<file path="src/rtl/digit_seq_detector.sv">
// digit_seq_detector: runtime-programmable digit-sequence matcher with overlap control and saturating match counter
module digit_seq_detector #(
    parameter int DIGIT_W = 4,
    parameter int MAX_LEN = 8,
    parameter int CNT_W = 16,
    parameter logic [MAX_LEN*DIGIT_W-1:0] RESET_PATTERN = 32'h1131_6102,
    parameter int RESET_LEN = 8
) (
    input  logic                         clk,
    input  logic                         rst_n,
    input  logic                         in_valid,
    input  logic [DIGIT_W-1:0]           in_digit,
    input  logic                         overlap_en,
    input  logic                         cfg_digit_we,
    input  logic [$clog2(MAX_LEN)-1:0]   cfg_idx,
    input  logic [DIGIT_W-1:0]           cfg_digit,
    input  logic                         cfg_len_we,
    input  logic [$clog2(MAX_LEN+1)-1:0] cfg_len,
    input  logic                         cnt_clr,
    output logic                         detected,
    output logic [CNT_W-1:0]             match_cnt,
    output logic [$clog2(MAX_LEN+1)-1:0] fill
);
    localparam int IDX_W = $clog2(MAX_LEN);
    localparam int LEN_W = $clog2(MAX_LEN+1);
    localparam logic [LEN_W-1:0] MAX_L = LEN_W'(MAX_LEN);

    logic [DIGIT_W-1:0] hist [MAX_LEN];
    logic [DIGIT_W-1:0] hist_n [MAX_LEN];
    logic [DIGIT_W-1:0] pat [MAX_LEN];
    logic [LEN_W-1:0]   len;
    logic [LEN_W-1:0]   fill_n;
    logic [LEN_W-1:0]   pidx;
    logic               match;
    logic               cfg;
    logic               hit;

    assign cfg = cfg_digit_we | cfg_len_we;
    assign hit = in_valid && !cfg && match;

    always_comb begin
        hist_n[0] = in_digit;
        for (int i = 1; i < MAX_LEN; i++) hist_n[i] = hist[i-1];
    end

    // age i of the incoming history lines up with pattern slot len-1-i
    always_comb begin
        fill_n = (fill == MAX_L) ? fill : fill + 1'b1;
        match = (len != '0) && (len <= MAX_L) && (fill_n >= len);
        pidx = '0;
        for (int i = 0; i < MAX_LEN; i++) begin
            pidx = len - LEN_W'(i) - 1'b1;
            if (LEN_W'(i) < len && hist_n[i] != pat[pidx[IDX_W-1:0]]) match = 1'b0;
        end
    end

    always_ff @(posedge clk or negedge rst_n) begin
        if (!rst_n) begin
            hist <= '{default: '0};
            for (int i = 0; i < MAX_LEN; i++) pat[i] <= RESET_PATTERN[i*DIGIT_W +: DIGIT_W];
            len <= LEN_W'(RESET_LEN);
            fill <= '0;
            detected <= 1'b0;
            match_cnt <= '0;
        end else begin
            if (cfg_digit_we && int'(cfg_idx) < MAX_LEN) pat[cfg_idx] <= cfg_digit;
            if (cfg_len_we) len <= cfg_len;
            detected <= hit;
            if (cfg) begin
                fill <= '0;
            end else if (in_valid) begin
                hist <= hist_n;
                fill <= (match && !overlap_en) ? '0 : fill_n;
            end
            if (cnt_clr) match_cnt <= hit ? CNT_W'(1) : '0;
            else if (hit && match_cnt != '1) match_cnt <= match_cnt + 1'b1;
        end
    end
endmodule
</file>
<file path="config.mk">
export PLATFORM = sky130hd
export DESIGN_NAME = digit_seq_detector
export DESIGN_NICKNAME = d
export VERILOG_FILES = /design/src/rtl/digit_seq_detector.sv
export SDC_FILE = /design/constraint.sdc
export NUM_CORES = 1
export LEC_CHECK = 0
export BUFFER_PORTS_ARGS = -buffer_cell sky130_fd_sc_hd__buf_4
export CAP_MARGIN = 5
export CORE_ASPECT_RATIO = 1.75
export CORE_MARGIN = 2
export CORE_UTILIZATION = 29
export CTS_BUF_LIST = sky130_fd_sc_hd__clkbuf_8
export DETAILED_ROUTE_END_ITERATION = 7
export GPL_ROUTABILITY_DRIVEN = 0
export PLACE_DENSITY = 0.47
export REMOVE_ABC_BUFFERS = 1
export SETUP_SLACK_MARGIN = 0.4
export SLEW_MARGIN = 20
export SYNTH_ARGS = -nofsm -noshare
export SYNTH_HDL_FRONTEND = slang
export SYNTH_SLANG_ARGS = --single-unit
</file>
<file path="constraint.sdc">
create_clock -name clk -period 6.2 [get_ports clk]
set_clock_uncertainty 0.05 [all_clocks]
set_input_delay 0.93 -clock clk [delete_from_list [all_inputs] [get_ports clk]]
set_output_delay 0.93 -clock clk [all_outputs]
set_load 0.02 [all_outputs]
</file>
==> implementation parameters, run 1 <==
Parameter                              Value

STA
  F_max ... 200 MHz
  Final count of hold timing violations ... 0
  Unrepaired setup endpoints after global routing ... false
  Crit path setup slack, layout ... 1.21 ns
  Setup TNS ... 0 ns
  Share of the clock period used by the worst path ... 0.805
  Minimum period implied by the final worst setup slack ... 4.99 ns
  Worst max-slew margin expressed relative to the limit ... 0.314
  Measured slew at the worst slew-check pin ... 1.03 ns
  Hold_ws ... 0.477 ns
  Setup violation total in the final timing report ... 0
  Number of pins exceeding their max-slew limit in the final report ... 0

CTS
  TritonCTS clock tree ... done
  Cell at the root of the clock tree ... clkbuf_8
  Hold buffer count at CTS ... 0
  CTS sink count ... 85
  Post-cts repair resize count ... 0
  CTS Buf Count ... 9
  Worst-path clk slew ... 0.09 ns
  Number of buffers between clock root and the deepest sink ... 2
  Count of buffers added by post-CTS timing repair for setup ... 0
  Clock latency reported for the late side of the worst-skew pair ... 0.37 ns
  H-tree depth ... 3

Layout
  Commonest cells after routing, fill and taps aside ... dfrtp_1 (75), mux2i_1 (61), mux2_2 (59)
  Synthesis-to-layout area growth ... 13.4%
  Ant. Diodes ... 0
  Most common cell after layout, fill and taps aside ... dfrtp_1
  Finished Layout Cells ... 804
  Sequential Area ... 2140 µm²
  Number of inserted filler cells in the final layout ... 2019
  Final core utilization ... 0.335
  Post-layout nets ... 586
  Footprint of the multi-input gates ... 3530 µm²
  Fraction of final layout cells sized beyond drive strength 1 ... 0.302

Yosys
  Post-Syn Instances ... 515
  Unique cell type count in the Yosys netlist ... 56
  Proportion of synthesized chip area in sequential cells ... 0.366
  Flip-flop and latch count after synthesis ... 85
  Count of flip-flops with a built-in enable after synthesis ... 0
  Summed instance area of the synthesized netlist ... 5840 µm²
  Leading area contributor after synthesis ... dfrtp_1
  Cell types with the largest area share after synthesis ... dfrtp_1 (32%), mux2_2 (11%), mux4_2 (11%)
  Per-instance average area after synthesis ... 11.3 µm²
  Async set-reset flop share out of synthesis ... 1.00
  Prevailing post-synth register cell ... dfrtp_1
  Total number of yosys warnings ... 0
  Synth top area share ... 0.321

Global route
  Largest net degree at the start of global routing ... 44
  First-pass GRT wire length ... 26.1 mm
  Number of antenna violations at the first check in global routing ... 0
  Total track usage ... 0.157
  Residual overflow from global routing ... 0
  Vias in the first global route ... 4537

Pwr
  Int Power ... 1.29 mW
  Share of power burned in registers ... 0.421
  PD cells ... 311 nW/µm²
  Part of the total power dissipated in combinational logic ... 0.390
  Proportion of total power due to net switching ... 0.375
  Static power due to leakage ... 2.71 nW
  Peak supply drop ... 0.121 mV
  Clk network pwr share ... 0.189
  Switch Pwr ... 772 µW

Die
  Area of the placeable core ... 19700 µm²
  Die footprint ... 21300 µm²
  Ports placed on the boundary ... 43
  Initial cell density of the core ... 0.296
  Horizontal extent of the die ... 111 µm
  Die Ht ... 192 µm
  Number of placement rows ... 68

Routing
  Routed wire length on met2 ... 9.39 mm
  Routed via count divided by cell count ... 5.47
  Post-detailed-route count of antenna-violating nets ... 0
  Number of DRC markers in iteration 0 ... 212
  Vias post-DR ... 4401
  Average wire length per cell after detail routing ... 20.3 µm
  First-pass DRT Iterations ... 5
  Met1 wire length ... 6.04 mm
  Total met3 wirelength after detailed routing ... 432 µm
  DR DRC count ... 0
  Total length of routed wires ... 16.3 mm
  Highest routed layer ... met4

Worst setup path
  Ordered cell list for the critical path ... clkinv_1, ha_1, buf_4, mux2i_1, mux4_2, o22ai_1, a41oi_1, o21bai_1, or4b_1, or3_1, or3_1, a21oi_1
  Critical-path top delay cell ... or4b_1
  Family with the most delay on the worst path ... simple AND/OR/NAND/NOR gates
  Crit path arrival time ... 5.24 ns
  Required time at the endpoint of the critical path ... 6.45 ns
  Longest individual stage delay on the worst path ... 0.67 ns
  Worst-path maximum fanout ... 24
  Critical Path Source Type ... flip-flop
  CP bufs+invs ... 2
  Kind of end point of the critical path ... flip-flop
  Most repeated library cell on the critical path ... or3_1
  Worst setup path class ... flip-flop to flip-flop

Placement
  Cell total after placement ... 788
  Placed wire-length estimate ... 12.8 mm
  DP Worst Slack ... 1.24 ns
  Port buffer count ... 42

Job
  Number of maximum-capacitance constraint violations ... 0

Status
  Status ... finished clean

Min path
  Type of the most critical hold path ... input port to async pin
worst register-to-register path, delay by kind of cell, from the launching register on:
kind	cells	cell delay (ns)
adders and majority gates	1	0.57
muxes	2	0.72
DFF	1	0.36
buffers and inverters	2	0.87
and+or+nand+nor	3	1.65
AOI/OAI and AO/OA	4	0.70
cells by family (layout without fill, tap and decap cells):
kind of cell	Yosys count	after routing	synth area share
muxes	148	148	0.326
and+or+nand+nor	123	123	0.113
DFF	85	85	0.366
AOI/OAI and AO/OA	65	65	0.0761
xor gates and xnor gates	43	43	0.0671
buffers and inverters	41	85	0.0296
adders and majority gates	10	10	0.0214
sequential cells by signal, summed over array words and instances, names as in the netlist:
signal	flops
len	4
fill	4
detected	1
hist	28
match_cnt	16
pat	32
cell usage after synthesis, types with 5 or more instances:
cell      instances
nand4_1           8
nand3_1          14
or3_1             5
mux4_2           28
ha_1             10
inv_1            14
mux2i_1          61
nand2b_1          7
nand2_1          25
o22ai_1           5
nor4_1            8
clkbuf_1         15
nor3_1           11
xnor2_1          22
nor2b_1           6
mux2_2           59
a21oi_1          10
xor2_1           19
dfrtp_1          75
o21ai_0          17
nor2_1           18
dfstp_2          10
through the flow:
step	total power, mW	cell area, µm²
global placement	1.67	6440
global route	2.18	6620
finish	2.06	6620
CTS	2.08	6620
floorplan	1.41	5730
detailed placement	1.68	6440
per-layer routing:
layer	track usage	vias up
met4	0.0608	0
met5	0	-
met1	0.169	2235
li1	-	2028
met3	0.0189	25
met2	0.309	113
final cells by class:
cell class	instances	share of cell area
Timing Repair Buffer	53	0.0601
Clock buffer	9	0.0187
Sequential cell	85	0.323
Tap cell	245	0.0463
Clock inverter	7	0.00907
Multi-Input combinational cell	389	0.534
Inverter	16	0.00907
path summary, 6_finish.rpt:
check | start | to | slack (ns) | cells past startpoint
worst max-delay path | len[0]$_DFFE_PN0P_ | match_cnt[15]$_DFFE_PN0P_ | 1.21 | 12
worst min-delay path | rst_n | pat[2]$_DFFE_PN0P_ | 0.48 | 1
worst max register to register | len[0]$_DFFE_PN0P_ | match_cnt[15]$_DFFE_PN0P_ | 1.21 | 12
worst min register to register | hist[5]$_DFFE_PN0P_ | hist[5]$_DFFE_PN0P_ | 0.50 | 1
max in group asynchronous | rst_n | hist[5]$_DFFE_PN0P_ | 4.62 | 2
min in group clk | hist[5]$_DFFE_PN0P_ | hist[5]$_DFFE_PN0P_ | 0.50 | 1
power by group through the flow:
stage	sequential, mW	clock, mW	combinational (mW)
after detailed placement	0.880	0	0.804
after global placement	0.875	0	0.797
after CTS	0.868	0.401	0.808
after floorplan	0.820	0	0.592
final	0.866	0.388	0.803
after global routing	0.887	0.428	0.870
Power figures use the tool's default switching activity.
==> run 2: changes to the inputs <==
Settings changed: ABC_AREA set to 1.
Clock period 6.2 ns to 4.9 ns, I/O delays scaled along.
==> implementation parameters, run 2 <==
Parameter                              Value

Routing
  Vias post-DR ... 5733
  Routed via count divided by cell count ... 4.87
  DR DRC count ... 0
  First-pass DRT Iterations ... 5
  Average wire length per cell after detail routing ... 16.4 µm
  Post-detailed-route count of antenna-violating nets ... 0
  Total length of routed wires ... 19.3 mm
  Number of DRC markers in iteration 0 ... 412

STA
  Minimum period implied by the final worst setup slack ... 3.68 ns
  Unrepaired setup endpoints after global routing ... false
  Setup TNS ... 0 ns
  F_max ... 272 MHz
  Hold_ws ... 0.239 ns
  Number of pins exceeding their max-slew limit in the final report ... 0
  Measured slew at the worst slew-check pin ... 0.699 ns
  Worst max-slew margin expressed relative to the limit ... 0.534
  Setup violation total in the final timing report ... 0
  Share of the clock period used by the worst path ... 0.751
  Final count of hold timing violations ... 0

CTS
  Number of buffers between clock root and the deepest sink ... 2
  Post-cts repair resize count ... 0
  TritonCTS clock tree ... done
  CTS sink count ... 85
  Hold buffer count at CTS ... 0
  H-tree depth ... 3
  CTS Buf Count ... 9
  Clock latency reported for the late side of the worst-skew pair ... 0.38 ns
  Count of buffers added by post-CTS timing repair for setup ... 0
  Cell at the root of the clock tree ... clkbuf_8
  Worst-path clk slew ... 0.09 ns

Yosys
  Leading area contributor after synthesis ... dfrtp_1
  Synth Area in XOR/XNOR ... 0.0384
  Cell types with the largest area share after synthesis ... dfrtp_1 (32%), nand2_1 (23%), nand3_1 (14%)
  Total number of yosys warnings ... 0
  Most frequent cells after synthesis ... nand2_1 (366), nand3_1 (160), dfrtp_1 (75), inv_1 (68), o21ai_0 (68)
  Post-Syn Instances ... 898
  Synth top area share ... 0.320
  Proportion of synthesized chip area in sequential cells ... 0.365
  Summed instance area of the synthesized netlist ... 5860 µm²
  Cell with the most instances after synthesis ... nand2_1
  Count of flip-flops with a built-in enable after synthesis ... 0
  Flip-flop and latch count after synthesis ... 85
  Area fraction in and, or, nand and nor cells after synthesis ... 0.431
  Synth Area in Compound Gates ... 0.0664
  Async set-reset flop share out of synthesis ... 1.00
  Adder-cell area share of the yosys netlist ... 0.0214
  Prevailing post-synth register cell ... dfrtp_1
  Unique cell type count in the Yosys netlist ... 34
  Proportion of synthesized area in mux cells ... 0
  Per-instance average area after synthesis ... 6.52 µm²
  Largest family of logic cells by synthesized area ... simple AND/OR/NAND/NOR gates

Worst setup path
  Family with the most delay on the worst path ... simple AND/OR/NAND/NOR gates
  Ordered cell list for the critical path ... inv_2, buf_4, ha_1, clkinv_1, nand3_1, nand3_1, nand2_1, nand2_1, inv_1, nand2_1, nor2_1, nand3_1, nand2_1, nand4_4, nand2_4, nand2_1, nand2_1
  Reg2reg start ... len[1]$_DFFE_PN0P_
  Critical-path top delay cell ... dfrtp_1
  CP bufs+invs ... 4
  Launch point of the worst path ... len[1]$_DFFE_PN0P_
  Worst setup path class ... flip-flop to flip-flop
  Longest individual stage delay on the worst path ... 0.75 ns
  Kind of end point of the critical path ... flip-flop
  Required time at the endpoint of the critical path ... 5.17 ns
  Worst-path maximum fanout ... 20
  Most repeated library cell on the critical path ... nand2_1
  Crit path arrival time ... 3.95 ns
  Critical Path Source Type ... flip-flop
  Internal reg-to-reg setup slack ... 1.22 ns

Die
  Ports placed on the boundary ... 43
  Die footprint ... 21400 µm²
  Horizontal extent of the die ... 111 µm
  Area of the placeable core ... 19700 µm²
  Number of placement rows ... 68
  Die Ht ... 192 µm
  Initial cell density of the core ... 0.297

Min path
  Type of the most critical hold path ... input port to async pin

Job
  Number of maximum-capacitance constraint violations ... 0

Layout
  Most flop-heavy register ... pat
  Ant. Diodes ... 0
  Final cell area excluding filler cells ... 6570 µm²
  Top flop regs ... pat x32, hist x28, match_cnt x16
  Most common cell after layout, fill and taps aside ... nand2_1
  Flip-flop count of the largest register after layout ... 32
  Finished Layout Cells ... 1178
  Synthesis-to-layout area growth ... 12.1%
  Final core utilization ... 0.333
  Number of inserted filler cells in the final layout ... 2212
  Commonest cells after routing, fill and taps aside ... nand2_1 (366), nand3_1 (160), dfrtp_1 (75)
  Fraction of final layout cells sized beyond drive strength 1 ... 0.0943
  Post-layout nets ... 960

Global route
  Vias in the first global route ... 5573
  Number of antenna violations at the first check in global routing ... 0
  Total track usage ... 0.186
  Largest net degree at the start of global routing ... 54
  Residual overflow from global routing ... 0
  First-pass GRT wire length ... 30.7 mm

Status
  Status ... finished clean

Placement
  Placed wire-length estimate ... 15.3 mm
  Cell total after placement ... 1162
  DP Area ... 6370 µm²
  Port buffer count ... 42

Pwr
  Static power due to leakage ... 3.35 nW
  PD cells ... 339 nW/µm²
  Peak supply drop ... 0.153 mV
[run 2: changes by cell type after synthesis, sizes merged, moves of 11 or more]
cell   change
mux2i     -61
buf       +11
xnor2     -17
o21ai     +52
inv       +58
nand3    +146
mux4      -28
nand2    +346
nor2      +30
mux2      -59
[run 2: logic make-up (layout without fill, tap and decap cells)]
logic type | count (synthesis) | count (layout)
and+or+nand+nor | 595 | 595
buffers and inverters | 107 | 142
DFF | 85 | 85
AOI/OAI and AO/OA | 77 | 77
xor gates and xnor gates | 24 | 24
adders and majority gates | 10 | 10
[run 2: area by class of cell]
class / count / area (µm²) / area share
Clock buffer: 9 / 124 / 0.0189
Clock inverter: 7 / 67.6 / 0.0103
Inverter: 77 / 292 / 0.0444
Multi-Input combinational cell: 706 / 3270 / 0.498
Sequential cell: 85 / 2140 / 0.326
Tap cell: 245 / 307 / 0.0467
Timing Repair Buffer: 49 / 368 / 0.0560
[run 2: worst paths after layout]
path | end | cells past startpoint
min | pat[26]$_DFFE_PN0P_ | 1
max reg2reg | match_cnt[10]$_DFFE_PN0P_ | 17
min reg2reg | hist[22]$_DFFE_PN0P_ | 2
max | match_cnt[10]$_DFFE_PN0P_ | 17
max in group asynchronous | hist[7]$_DFFE_PN0P_ | 2
min in group clk | hist[22]$_DFFE_PN0P_ | 2
[run 2: metal layers]
metal / part of all wire / GRT usage
met1: 0.38 / 0.200
met2: 0.55 / 0.355
met3: 0.028 / 0.0224
met4: 0.044 / 0.0954
met5: 0 / 0
[run 2: stage by stage]
step	power [mW]	setup slack (ns)
floorplan	1.45	1.09
global placement	1.73	1.27
detailed placement	1.73	1.23
CTS	2.25	1.21
global route	2.40	0.836
finish	2.22	1.22
[run 2: worst register-to-register path: cells and delay by family, from the launching register on]
family | cells | cell delay (ns)
and+or+nand+nor | 12 | 1.60
DFF | 1 | 0.75
buffers and inverters | 4 | 0.74
adders and majority gates | 1 | 0.53
[run 2: power by group]
| group | total, mW | switching (mW) | internal (mW) |
|---|---|---|---|
| clock network | 0.514 | 0.280 | 0.234 |
| registers | 0.921 | 0.103 | 0.818 |
| logic | 0.789 | 0.528 | 0.261 |
| total | 2.22 | 0.911 | 1.31 |
